### config.mk
export PLATFORM = sky130hd
export DESIGN_NAME = alu_seq_ctrl
export DESIGN_NICKNAME = d
export VERILOG_FILES = /design/src/rtl/alu_seq_pkg.sv /design/src/rtl/alu_seq_ctrl_onehot_dec.sv /design/src/rtl/alu_seq_ctrl.sv
export SDC_FILE = /design/constraint.sdc
export NUM_CORES = 1
export LEC_CHECK = 0
export ABC_CLOCK_PERIOD_IN_PS = 3300
export CAP_MARGIN = 20
export CORE_ASPECT_RATIO = 0.9
export CORE_MARGIN = 5
export CORE_UTILIZATION = 40
export CTS_CLUSTER_DIAMETER = 40
export DETAILED_ROUTE_END_ITERATION = 10
export GPL_ROUTABILITY_DRIVEN = 0
export MAX_ROUTING_LAYER = met4
export PLACE_DENSITY_LB_ADDON = 0.12
export SETUP_SLACK_MARGIN = 0.1
export SYNTH_ARGS = -nofsm -noshare
export SYNTH_HDL_FRONTEND = slang
export SYNTH_SLANG_ARGS = --single-unit
### constraint.sdc
create_clock -name clk -period 3.3 [get_ports clk]
set_input_delay 0.66 -clock clk [delete_from_list [all_inputs] [get_ports clk]]
set_output_delay 0.66 -clock clk [all_outputs]
set_load 0.01 [all_outputs]
### src/rtl/alu_seq_pkg.sv
// Shared opcode, state and decode definitions for the ALU instruction sequencer.
// Imported by the sequencer top and any datapath block that decodes the same opcodes.
package alu_seq_pkg;

    localparam logic [2:0] OP_ADD = 3'd0;
    localparam logic [2:0] OP_SUB = 3'd1;
    localparam logic [2:0] OP_AND = 3'd2;
    localparam logic [2:0] OP_OR  = 3'd3;
    localparam logic [2:0] OP_XOR = 3'd4;
    localparam logic [2:0] OP_NOT = 3'd5;
    localparam logic [2:0] OP_CMP = 3'd6;
    localparam logic [2:0] OP_LDI = 3'd7;

    typedef enum logic [1:0] {
        S_IDLE = 2'd0,
        S_READ = 2'd1,
        S_EXEC = 2'd2,
        S_WB   = 2'd3
    } state_t;

    // True for opcodes whose ALU result is written back to rd.
    function automatic logic is_alu_write(input logic [2:0] op);
        return (op != OP_CMP) && (op != OP_LDI);
    endfunction

endpackage

### src/rtl/alu_seq_ctrl_onehot_dec.sv
// Enabled binary-to-one-hot decoder for register-file write selects.
// Addresses with no matching output bit decode to all zero.
module onehot_dec #(
    parameter int ADDR_W   = 2,
    parameter int NUM_REGS = 4
) (
    input  logic                i_en,
    input  logic [ADDR_W-1:0]   i_addr,
    output logic [NUM_REGS-1:0] o_onehot
);

    genvar gi;
    generate
        for (gi = 0; gi < NUM_REGS; gi++) begin : g_bit
            assign o_onehot[gi] = i_en && (i_addr == ADDR_W'(gi));
        end
    endgenerate

endmodule

### src/rtl/alu_seq_ctrl.sv
// Multi-cycle sequencer stepping the 4-bit ALU datapath through READ, EXEC and WB.
// Outputs are a Moore decode of state and the instruction latched at accept.
module alu_seq_ctrl
    import alu_seq_pkg::*;
#(
    parameter int NUM_REGS = 4,
    parameter int ADDR_W   = 2,
    parameter int DATA_W   = 4
) (
    input  logic                clk,
    input  logic                reset,
    input  logic                instr_valid,
    output logic                instr_ready,
    input  logic [2:0]          instr_op,
    input  logic [ADDR_W-1:0]   instr_rd,
    input  logic [ADDR_W-1:0]   instr_rs1,
    input  logic [ADDR_W-1:0]   instr_rs2,
    input  logic [DATA_W-1:0]   instr_imm,
    output logic [ADDR_W-1:0]   rf_raddr_a,
    output logic [ADDR_W-1:0]   rf_raddr_b,
    output logic                opnd_le,
    output logic [2:0]          alu_op,
    output logic                res_le,
    input  logic                alu_z,
    input  logic                alu_c,
    output logic                flag_z,
    output logic                flag_c,
    output logic                wb_src,
    output logic [DATA_W-1:0]   wb_imm,
    output logic [NUM_REGS-1:0] rf_wsel,
    output logic                done
);

    state_t              r_state;
    state_t              w_state_next;
    logic [2:0]          r_op;
    logic [ADDR_W-1:0]   r_rd;
    logic [ADDR_W-1:0]   r_rs1;
    logic [ADDR_W-1:0]   r_rs2;
    logic [DATA_W-1:0]   r_wb_imm;
    logic                r_flag_z;
    logic                r_flag_c;
    logic                w_ready;
    logic                w_accept;
    logic                w_wsel_en;

    always_ff @(posedge clk) begin
        if (reset) begin
            r_state  <= S_IDLE;
            r_op     <= '0;
            r_rd     <= '0;
            r_rs1    <= '0;
            r_rs2    <= '0;
            r_wb_imm <= '0;
            r_flag_z <= 1'b0;
            r_flag_c <= 1'b0;
        end else begin
            r_state <= w_state_next;
            if (w_accept) begin
                r_op  <= instr_op;
                r_rd  <= instr_rd;
                r_rs1 <= instr_rs1;
                r_rs2 <= instr_rs2;
                if (instr_op == OP_LDI) begin
                    r_wb_imm <= instr_imm;
                end
            end
            // Flags follow the ALU result of every op that passes through EXEC.
            if (r_state == S_EXEC) begin
                r_flag_z <= alu_z;
                r_flag_c <= alu_c;
            end
        end
    end

    always_comb begin
        w_state_next = r_state;
        w_ready      = 1'b0;
        w_accept     = 1'b0;
        w_wsel_en    = 1'b0;
        rf_raddr_a   = '0;
        rf_raddr_b   = '0;
        opnd_le      = 1'b0;
        alu_op       = 3'd0;
        res_le       = 1'b0;
        wb_src       = 1'b0;
        done         = 1'b0;

        case (r_state)
            S_IDLE: begin
                w_ready  = !reset;
                w_accept = instr_valid && w_ready;
                if (w_accept) begin
                    w_state_next = (instr_op == OP_LDI) ? S_WB : S_READ;
                end
            end
            S_READ: begin
                rf_raddr_a   = r_rs1;
                rf_raddr_b   = r_rs2;
                opnd_le      = !reset;
                w_state_next = S_EXEC;
            end
            S_EXEC: begin
                alu_op       = r_op;
                res_le       = !reset;
                w_state_next = S_WB;
            end
            S_WB: begin
                // Reset gating here guarantees no register write in a reset cycle.
                w_wsel_en    = (is_alu_write(r_op) || (r_op == OP_LDI)) && !reset;
                wb_src       = (r_op == OP_LDI);
                done         = !reset;
                w_state_next = S_IDLE;
            end
            default: begin
                w_state_next = S_IDLE;
            end
        endcase
    end

    onehot_dec #(
        .ADDR_W   (ADDR_W),
        .NUM_REGS (NUM_REGS)
    ) u_wsel_dec (
        .i_en     (w_wsel_en),
        .i_addr   (r_rd),
        .o_onehot (rf_wsel)
    );

    assign instr_ready = w_ready;
    assign flag_z      = r_flag_z;
    assign flag_c      = r_flag_c;
    assign wb_imm      = r_wb_imm;

endmodule
Word level (Yosys, flattened, before mapping):

Cells that the tools add are included.

* eq/ne operators: 11
* mux-type cells: 13
* reductions and logical operators: 12

Operators with widths (number)
* $eq 2x2->1 const B: 4
* $mux 2: 4
* $pmux 2 s4: 1
* $logic_and 1x1->1: 7
* $mux 1: 7
* $eq 3x3->1 const B: 2
* $ne 3x3->1 const B: 2
* $eq 2x1->1 const B: 2
* $logic_not 2->1: 2
* $mux 3: 1
* $ne 2x2->1 const B: 1
* $reduce_and 2->1: 1
* $logic_not 1->1: 1
* $logic_or 1x1->1: 1

* flip-flop bits (word level): 17
* input port bits: 18
* logic and storage cells: 44

Depth between registers and ports, before layout:

* word-level depth: 6
* gate-level depth with buffers: 6
* mapped depth without buffers: 5

Modules after synthesis:

From an unflattened synthesis, not the netlist that was laid out.

* cell total of the unflattened synthesis: 102
* area, all modules: 880.8 sq um

By module, submodules not included
* alu_seq_ctrl: instances 1, cells an instance 98, area each 843.3 sq um, seq. area each 340.3 sq um
* onehot_dec: instances 1, cells an instance 4, area each 37.5 sq um, seq. area each 0.0 sq um

Least setup slack after synthesis:

Ideal clock, no wire load.

* kind: input port to output port
* start point: in reset
* end point: out rf_wsel[2]
* arrival time: 1374 ps
* setup slack: 1266 ps
* stages: 3
* path through: and2b_2 -> o21ai_0 -> nor3b_1

* longest elaborated chain between the ends: 4

Ends and longest elaborated chain
* start: declaration: line alu_seq_ctrl.sv:11 `input logic reset,`
* $logic_not 1->1: line alu_seq_ctrl.sv:110 `w_wsel_en = (is_alu_write(r_op) || (r_op == OP_LDI)) && !reset;`
* $logic_and 1x1->1: line alu_seq_ctrl.sv:110
* $mux 1: line alu_seq_ctrl.sv:89 `case (r_state)`
* $logic_and 1x1->1: line alu_seq_ctrl_onehot_dec.sv:15 `assign o_onehot[gi] = i_en && (i_addr == ADDR_W'(gi));`
* end: declaration: line alu_seq_ctrl.sv:30 `output logic [NUM_REGS-1:0] rf_wsel,`

No other way between the ends.

Final worst setup path:

Ends and elaborated chain as after synthesis.

==> results.json <==
{
  "nets": 166,
  "fin_setup_tns_ns": 0,
  "num_vias": 833,
  "yosysWarnings": 0,
  "ys_seq_area_frac": 0.4000,
  "insertion_delay_ns": 0.30,
  "fin_skew_ns": 0.001957,
  "cap_violations": 0,
  "worst-endpoint-required_ns": 2.64,
  "grt_pass1_wl_um": 3408,
  "cts_tree": "built",
  "grt_max_degree": 17,
  "place_ws_ns": 0.3819,
  "die_w_um": 58.62,
  "ios": 40,
  "synthFlopType": "dfxtp_1",
  "diodes": 0,
  "crit_chain": "clkdlybuf4s50_1 > and2b_2 > o21ai_0 > nor3b_1 > clkdlybuf4s50_1",
  "end_kind": "output pin",
  "slew_headroom": 0.6663,
  "hold_viol_final": 0,
  "startpoint_type": "input pin",
  "status": "complete, no violations",
  "overflow": 0,
  "final_cell_mix": "clkdlybuf4s50_1, nand2_1, dfxtp_1",
  "place_hpwl_um": 1598,
  "hold_class": "reg -> reg",
  "path_common_cell": "clkdlybuf4s50_1",
  "clock-sinks": 17,
  "ir_drop_mv": 0.4627,
  "synth-edff-count": 0,
  "area_delta_synth_final_pct": 50.44,
  "post_cts_buffers": 0,
  "finalPower_uw": 688.2,
  "setup_viol": 0,
  "root_buffer": "clkbuf_4",
  "antenna_found_initial": 0,
  "period_minus_slack_ns": 2.921,
  "post-route-period-util": 0.8851,
  "grt_usage": 0.1483,
  "synth.net_count": 125,
  "yosysTopAreaCell": "dfxtp_1",
  "start_util": 0.4317,
  "syn_inst": 102,
  "p_per_area_nw_per_um2": 537.7,
  "cp_slowest_cell": "clkdlybuf4s50_1",
  "cts_buffer_depth": 2,
  "wire_per_inst_um": 12.44,
  "rows": 15,
  "syn_area_um2": 850.8,
  "path_delay_family": "buffers and inverters",
  "avgSynthCellArea_um2": 8.341,
  "p_leak_uw": 0.0005073,
  "ys_async_sr_fraction": 0,
  "arrival_ns": 2.26,
  "synth-seq-cells": 17,
  "crit_buf_inv": 2,
  "die_y_um": 53.76,
  "drt_first_iter_violations": 5,
  "post_cts_resized": 0,
  "crit_type": "in -> out",
  "drive_gt1_frac": 0.07746,
  "tightest_slew_ns": 0.4990,
  "die_area_um2": 3151,
  "layout_commonest_cell": "clkdlybuf4s50_1",
  "slowest_delay_ns": 0.57,
  "drt_wl_total_um": 2078,
  "coreArea_um2": 1971,
  "dr.pass1.iters": 4,
  "max_freq_mhz": 342.4,
  "synthDistinctLibCells": 28,
  "hold_buffers": 0,
  "holdWs_ns": 0.4556,
  "viasPerCell": 4.988,
  "cts.clk_slew.worst_paths_ns": 0.10,
  "grt_pass1_vias": 791,
  "fin_ws_ns": 0.3793,
  "drc": 0,
  "ant_nets": 0,
  "cp_max_fo": 3,
  "io_buffers": 39,
  "synthTopCellsByArea": "dfxtp_1, nand2_1, ha_1",
  "cts-buffers-inserted": 3,
  "rsz0062_at_grt": "no",
  "maxSlewViolCount": 0,
  "synth_top_area_frac": 0.4000,
  "htree_levels": 1
}
[state kept, by name, indices dropped and copies added, names as in the netlist]
signal	flops
flag_c	1
r_state	2
r_rs1	2
r_rd	2
flag_z	1
r_rs2	2
wb_imm	4
r_op	3
[worst paths after layout]
kind	start	endpoint	slack [ns]	cells after the start
max	reset	rf_wsel[2]	0.38	5
min	r_rs2[0]	r_rs2[0]	0.46	2
max reg2reg	r_state[1]	wb_imm[0]	1.67	5
min reg2reg	r_rs2[0]	r_rs2[0]	0.46	2
[worst min-delay path, stage by stage, from the launching register on]
cell and delay [ns]:
dfxtp_1 0.32, nand3_1 0.06, nand2_1 0.05
[layout make-up]
class | count | area, µm²
fillers | 185 | 690.7
multi-input cells | 78 | 473.0
repair buffers | 40 | 397.9
flip-flops and latches | 17 | 340.3
well taps | 25 | 31.28
clock buffers | 4 | 26.28
inverters | 3 | 11.26
[where the power goes]
part / total, µW / internal, µW / switching [µW] / leakage [µW]
Combinational: 299 / 150 / 149 / 0.000353
Sequential: 275 / 247 / 28.3 / 0.000139
Clock: 114 / 47.2 / 66.4 / 0.0000150
Total: 688 / 445 / 243 / 0.000507
[per-stage QoR]
step / utilization / instances / area, µm²
floorplan: - / 102 / 850.8
global placement: 0.6362 / 163 / 1254
detailed placement: 0.6362 / 163 / 1254
CTS: 0.6495 / 167 / 1280
global route: 0.6495 / 167 / 1280
finish: 0.6495 / 167 / 1280
[logic make-up after synthesis]
kind of cell               Yosys count  synth area share
muxes                                3           0.03530
buffers and inverters                7           0.04412
adders and majority gates            5           0.07353
DFF                                 17            0.4000
AOI/OAI and AO/OA                   15            0.1118
and+or+nand+nor                     55            0.3353
[cells in the mapped netlist (2+ instances only)]
| cell | instances |
|---|---|
| nor3b_1 | 2 |
| dfxtp_1 | 17 |
| inv_1 | 3 |
| nand3_1 | 12 |
| o21ai_0 | 4 |
| nor2_1 | 3 |
| mux2i_1 | 3 |
| ha_1 | 5 |
| clkbuf_1 | 2 |
| and2_1 | 7 |
| a21oi_1 | 5 |
| nand2_1 | 21 |
| nor2b_1 | 3 |
[metal layers]
layer / global-route usage / wire, µm / vias up
li1: - / - / 426
met1: 0.1698 / 924 / 380
met2: 0.2454 / 978 / 24
met3: 0.05276 / 157 / 3
met4: 0.04528 / 18 / 0
met5: - / 0 / -
Power figures use the tool's default switching activity.
==> edit 1, RTL diff (config.mk and constraints unchanged) <==
Put one more register stage on the output `flag_z`. The value now appears one clock later. The other outputs are not delayed to match.
--- a/src/rtl/alu_seq_ctrl.sv
+++ b/src/rtl/alu_seq_ctrl.sv
@@ -129,5 +129,7 @@
 
     assign instr_ready = w_ready;
-    assign flag_z      = r_flag_z;
+    always_ff @(posedge clk) begin
+        flag_z <= r_flag_z;
+    end
     assign flag_c      = r_flag_c;
     assign wb_imm      = r_wb_imm;
Behaviour: not the same (a bounded check fails within 4 cycles, from zero or initial values and one cycle with reset high).
==> edit 1 against the unedited design <==
Power is essentially flat. Sequential cell count grew 1. Register-to-register slack lost 0.09 ns. Count of clock-buffer cells in the layout shrank 1. First-iteration DRC count grew 20%. Wire length grew 3.6%. Area after synthesis grew 7.2%. Via count shrank 1.1%. Cell area grew 3.9%. Non-clock buffer count is the same. Sequential share of layout area grew 0.50 points. Worst setup slack lost 0.012 ns. Critical endpoint unchanged. Largest power group is now registers.
==> edit 1: results (changes against the unedited design) <==
| Metric | Value |
|---|---|
| Pin count of the biggest net entering global routing | `24 (was 17)` |
| Syn Nets | `126 (was 125)` |
| R2r setup slk | `1.58 ns (was 1.67 ns)` |
| Total GRT Usage | `15.0% (was 14.8%)` |
| DRT iter0 DRCs | `6 (was 5)` |
| Sw frac | `34.9% (was 35.4%)` |
| Share of cells above drive strength 1 | `7.80% (was 7.75%)` |
| Met2 routed wirelength | `1030 µm (was 978 µm)` |
| Worst hold path stage count | `0 (was 2)` |
| HPWL Detailed | `1600 µm (about the same)` |
| Mapped Cells | `103 (was 102)` |
| Post-synth top cells | `nand2_1 (19), dfxtp_1 (18), nand3b_1 (9) (was nand2_1 (21), dfxtp_1 (17), nand3_1 (12))` |
| Initial antenna violation count | `0 (unchanged)` |
| Post-synth cell types | `32 (was 28)` |
| Final Instance Count excl. Fillers | `168 (was 167)` |
| Hold Slack | `0.358 ns (was 0.456 ns)` |
| Synth area leaders | `dfxtp_1 (40%), nand2_1 (7.8%), nand3b_1 (7.4%), ha_1 (6.9%), and2_1 (4.8%) (was dfxtp_1 (40%), nand2_1 (9.3%), ha_1 (7.4%), nand3_1 (7.1%), and2_1 (5.1%))` |
| Total Wirelength | `2150 µm (was 2080 µm)` |
| Fillers | `206 (was 185)` |
| Detail-routed via count per cell | `4.90 (was 4.99)` |
| Inst Count DP | `165 (was 163)` |
| PD cells | `518 mW/mm² (was 538 mW/mm²)` |
| Met3 WL post-DR | `130 µm (was 157 µm)` |
| First-pass GRT wire length | `3840 µm (was 3410 µm)` |
| Comb pwr | `289 µW (was 299 µW)` |
| Hold Startpoint | `r_flag_z$_SDFFE_PP0N_ (was r_rs2[0]$_SDFFE_PP0P_)` |
| Max Used Layer | `met4 (unchanged)` |
| Status | `completed (unchanged)` |
| Vias in the first global route | `852 (was 791)` |
| Post-placement cell area | `0.00131 mm² (was 0.00125 mm²)` |
| Tightest Pin Transition | `0.549 ns (was 0.499 ns)` |
| DRT Pass-1 Iters | `3 (was 4)` |
| Part of the Yosys area used for sequential elements | `39.5% (was 40.0%)` |
| Leak | `0.502 nW (was 0.507 nW)` |
| Setup bufs post-CTS | `0 (unchanged)` |
| Seq. pwr | `291 µW (was 275 µW)` |
| Clock Skew | `0.0101 ns (was 0.00196 ns)` |
| VDD IR-drop max | `0.000408 V (was 0.000463 V)` |
| Wl on met1 | `981 µm (was 924 µm)` |
| Post-place setup slack | `0.380 ns (was 0.382 ns)` |
-- edit 1: cell count changes in the layout (fill, tap and decap cells not counted), moves of 2 or more --
cell      change
nand3_1       -8
nand2_1       -2
a21oi_1       -2
nand2b_1      +2
nand3b_1      +8
-- edit 1: kinds of logic after synthesis --
kind of cell | share of synthesized area (%)
AO/OA/AOI/OAI | 12.1
buffers and inverters | 4.80
flip-flops | 39.5
multiplexers | 2.19
AND/OR/NAND/NOR | 34.6
adder cells (fa/ha/maj) | 6.86
-- edit 1: layer usage --
layer	vias up	GRT usage, %
li1	424	-
met1	378	19.1
met2	20	23.0
met3	2	4.90
met4	0	2.85
met5	-	-
-- edit 1: final cells by class --
| cell class | count | area (µm²) | area share [%] |
|---|---|---|---|
| multi-input combinational | 78 | 508 | 38.2 |
| timing repair buffer | 40 | 398 | 29.9 |
| sequential | 18 | 360 | 27.1 |
| tap | 27 | 33.8 | 2.54 |
| clock buffer | 3 | 22.5 | 1.69 |
| inverter | 2 | 7.51 | 0.564 |
-- edit 1: worst max-delay path by stage --
stage | startpoint | to | slack [ns] | depth (start not counted)
after floorplan | reset | rf_wsel[2] | 1.23 | 3
after global placement | reset | rf_wsel[2] | 0.45 | 5
after detailed placement | reset | rf_wsel[2] | 0.38 | 5
after CTS | reset | rf_wsel[2] | 0.37 | 5
after global routing | reset | rf_wsel[1] | 0.25 | 5
final | reset | rf_wsel[2] | 0.37 | 5
-- edit 1: critical path, stage by stage --
cell	delay (ns)
clkdlybuf4s50_1	0.45
nor2b_1	0.22
o21ai_1	0.14
nor3b_1	0.23
clkdlybuf4s50_1	0.57
==> edit 2, RTL diff (same settings) <==
Without the edit above. `ADDR_W` is set to 2 in 2 places; all go to 1.
--- a/src/rtl/alu_seq_ctrl_onehot_dec.sv
+++ b/src/rtl/alu_seq_ctrl_onehot_dec.sv
@@ -2,5 +2,5 @@
 // Addresses with no matching output bit decode to all zero.
 module onehot_dec #(
-    parameter int ADDR_W   = 2,
+    parameter int ADDR_W   = 1,
     parameter int NUM_REGS = 4
 ) (
--- a/src/rtl/alu_seq_ctrl.sv
+++ b/src/rtl/alu_seq_ctrl.sv
@@ -5,5 +5,5 @@
 #(
     parameter int NUM_REGS = 4,
-    parameter int ADDR_W   = 2,
+    parameter int ADDR_W   = 1,
     parameter int DATA_W   = 4
 ) (
Ports: changed (5 resized); port bits go from 40 to 35. The function was not compared with the original's and may differ.
==> edit 2 against the unedited design <==
Power fell by 9.4%. Via count fell by 13%. Wire length fell by 12%. Sequential cell count fell by 3. Sequential power fell by 18%. Cell area fell by 15%. Worst hold slack improved by 0.00075 ns. Worst setup slack improved by 0.15 ns. Core utilization fell by 0.59 points. Clock power fell by 17%. Cell count fell by 13%. Area after synthesis fell by 15%. Non-clock buffer count fell by 5. Critical path type unchanged.
==> edit 2: results (changes against the unedited design) <==
| Metric | Value |
|---|---|
| Status | `completed (unchanged)` |
| Total Wirelength | `1820 µm (was 2080 µm)` |
| DR vias | `722 (was 833)` |
| Register area | `280 µm² (was 340 µm²)` |
| Post-placement cell area | `0.00107 mm² (was 0.00125 mm²)` |
| Part of the Yosys area used for sequential elements | `38.6% (was 40.0%)` |
| Tightest Pin Transition | `0.449 ns (was 0.499 ns)` |
| Worst reg2reg endpoint | `wb_imm[1]$_SDFFE_PP0P_ (was wb_imm[0]$_SDFFE_PP0P_)` |
| R2r setup slk | `1.74 ns (was 1.67 ns)` |
| Share of cells above drive strength 1 | `5.79% (was 7.75%)` |
| Hold Startpoint | `r_rs2$_SDFFE_PP0P_ (was r_rs2[0]$_SDFFE_PP0P_)` |
| Leak | `0.437 nW (was 0.507 nW)` |
| Max Fanout on Critical Path | `2 (was 3)` |
| Wl on met1 | `820 µm (was 924 µm)` |
| Worst-path clk slew | `0.08 ns (was 0.10 ns)` |
| Largest stage delay, worst path | `0.55 ns (was 0.57 ns)` |
| Global routing usage on met1 | `18.9% (was 17.0%)` |
| Syn Area/Cell | `8.17 µm² (was 8.34 µm²)` |
| PortBufs | `34 (was 39)` |
| First-pass GRT wire length | `2950 µm (was 3410 µm)` |
| Clock Latency Late Sink | `0.27 ns (was 0.30 ns)` |
| Crit path to | `rf_wsel[1] (was rf_wsel[2])` |
| HPWL Detailed | `1430 µm (was 1600 µm)` |
| Met3 WL post-DR | `90 µm (was 157 µm)` |
| Hold Slack | `0.456 ns (about the same)` |
| Post-synth cell types | `23 (was 28)` |
| Fillers | `164 (was 185)` |
| Post-synth top cells | `dfxtp_1 (14), nand2_1 (13), nand3_1 (11) (was nand2_1 (21), dfxtp_1 (17), nand3_1 (12))` |
| Total GRT Usage | `15.0% (was 14.8%)` |
| Met2 routed wirelength | `900 µm (was 978 µm)` |
| Final layout net count | `143 (was 166)` |
| Syn Nets | `109 (was 125)` |
| DRT iter0 DRCs | `9 (was 5)` |
| Arr. time, crit path | `2.11 ns (was 2.26 ns)` |
| VDD IR-drop max | `0.000520 V (was 0.000463 V)` |
| Max Clock Freq | `361 MHz (was 342 MHz)` |
| Vias in the first global route | `671 (was 791)` |
==> edit 2: worst max-delay path, delay by kind of cell <==
kind / cells / cell delay [ns]
AOI/OAI and AO/OA: 1 / 0.11
and+or+nand+nor: 2 / 0.36
buffers and inverters: 2 / 0.98
==> edit 2: final cells by class <==
class                           instances  share of cell area (%)
Multi-Input combinational cell         65                    36.4
Sequential cell                        14                    25.6
Timing Repair Buffer                   35                    31.8
Tap cell                               24                    2.75
Inverter                                4                    1.37
Clock buffer                            3                    2.06
==> edit 2: cell families (layout without fill, tap and decap cells) <==
group	count (synthesis)	after routing	synth area share, %
mux	3	3	4.13
compound gates	15	15	13.1
simple gates	42	42	28.9
flops	14	14	38.6
fa+ha+maj	5	5	8.61
buf+inv	10	42	6.71
==> edit 2: report_power, final <==
part / internal [mW] / switching, mW
sequential: 0.203 / 0.0221
combinational: 0.145 / 0.159
clock: 0.0422 / 0.0524
total: 0.390 / 0.234
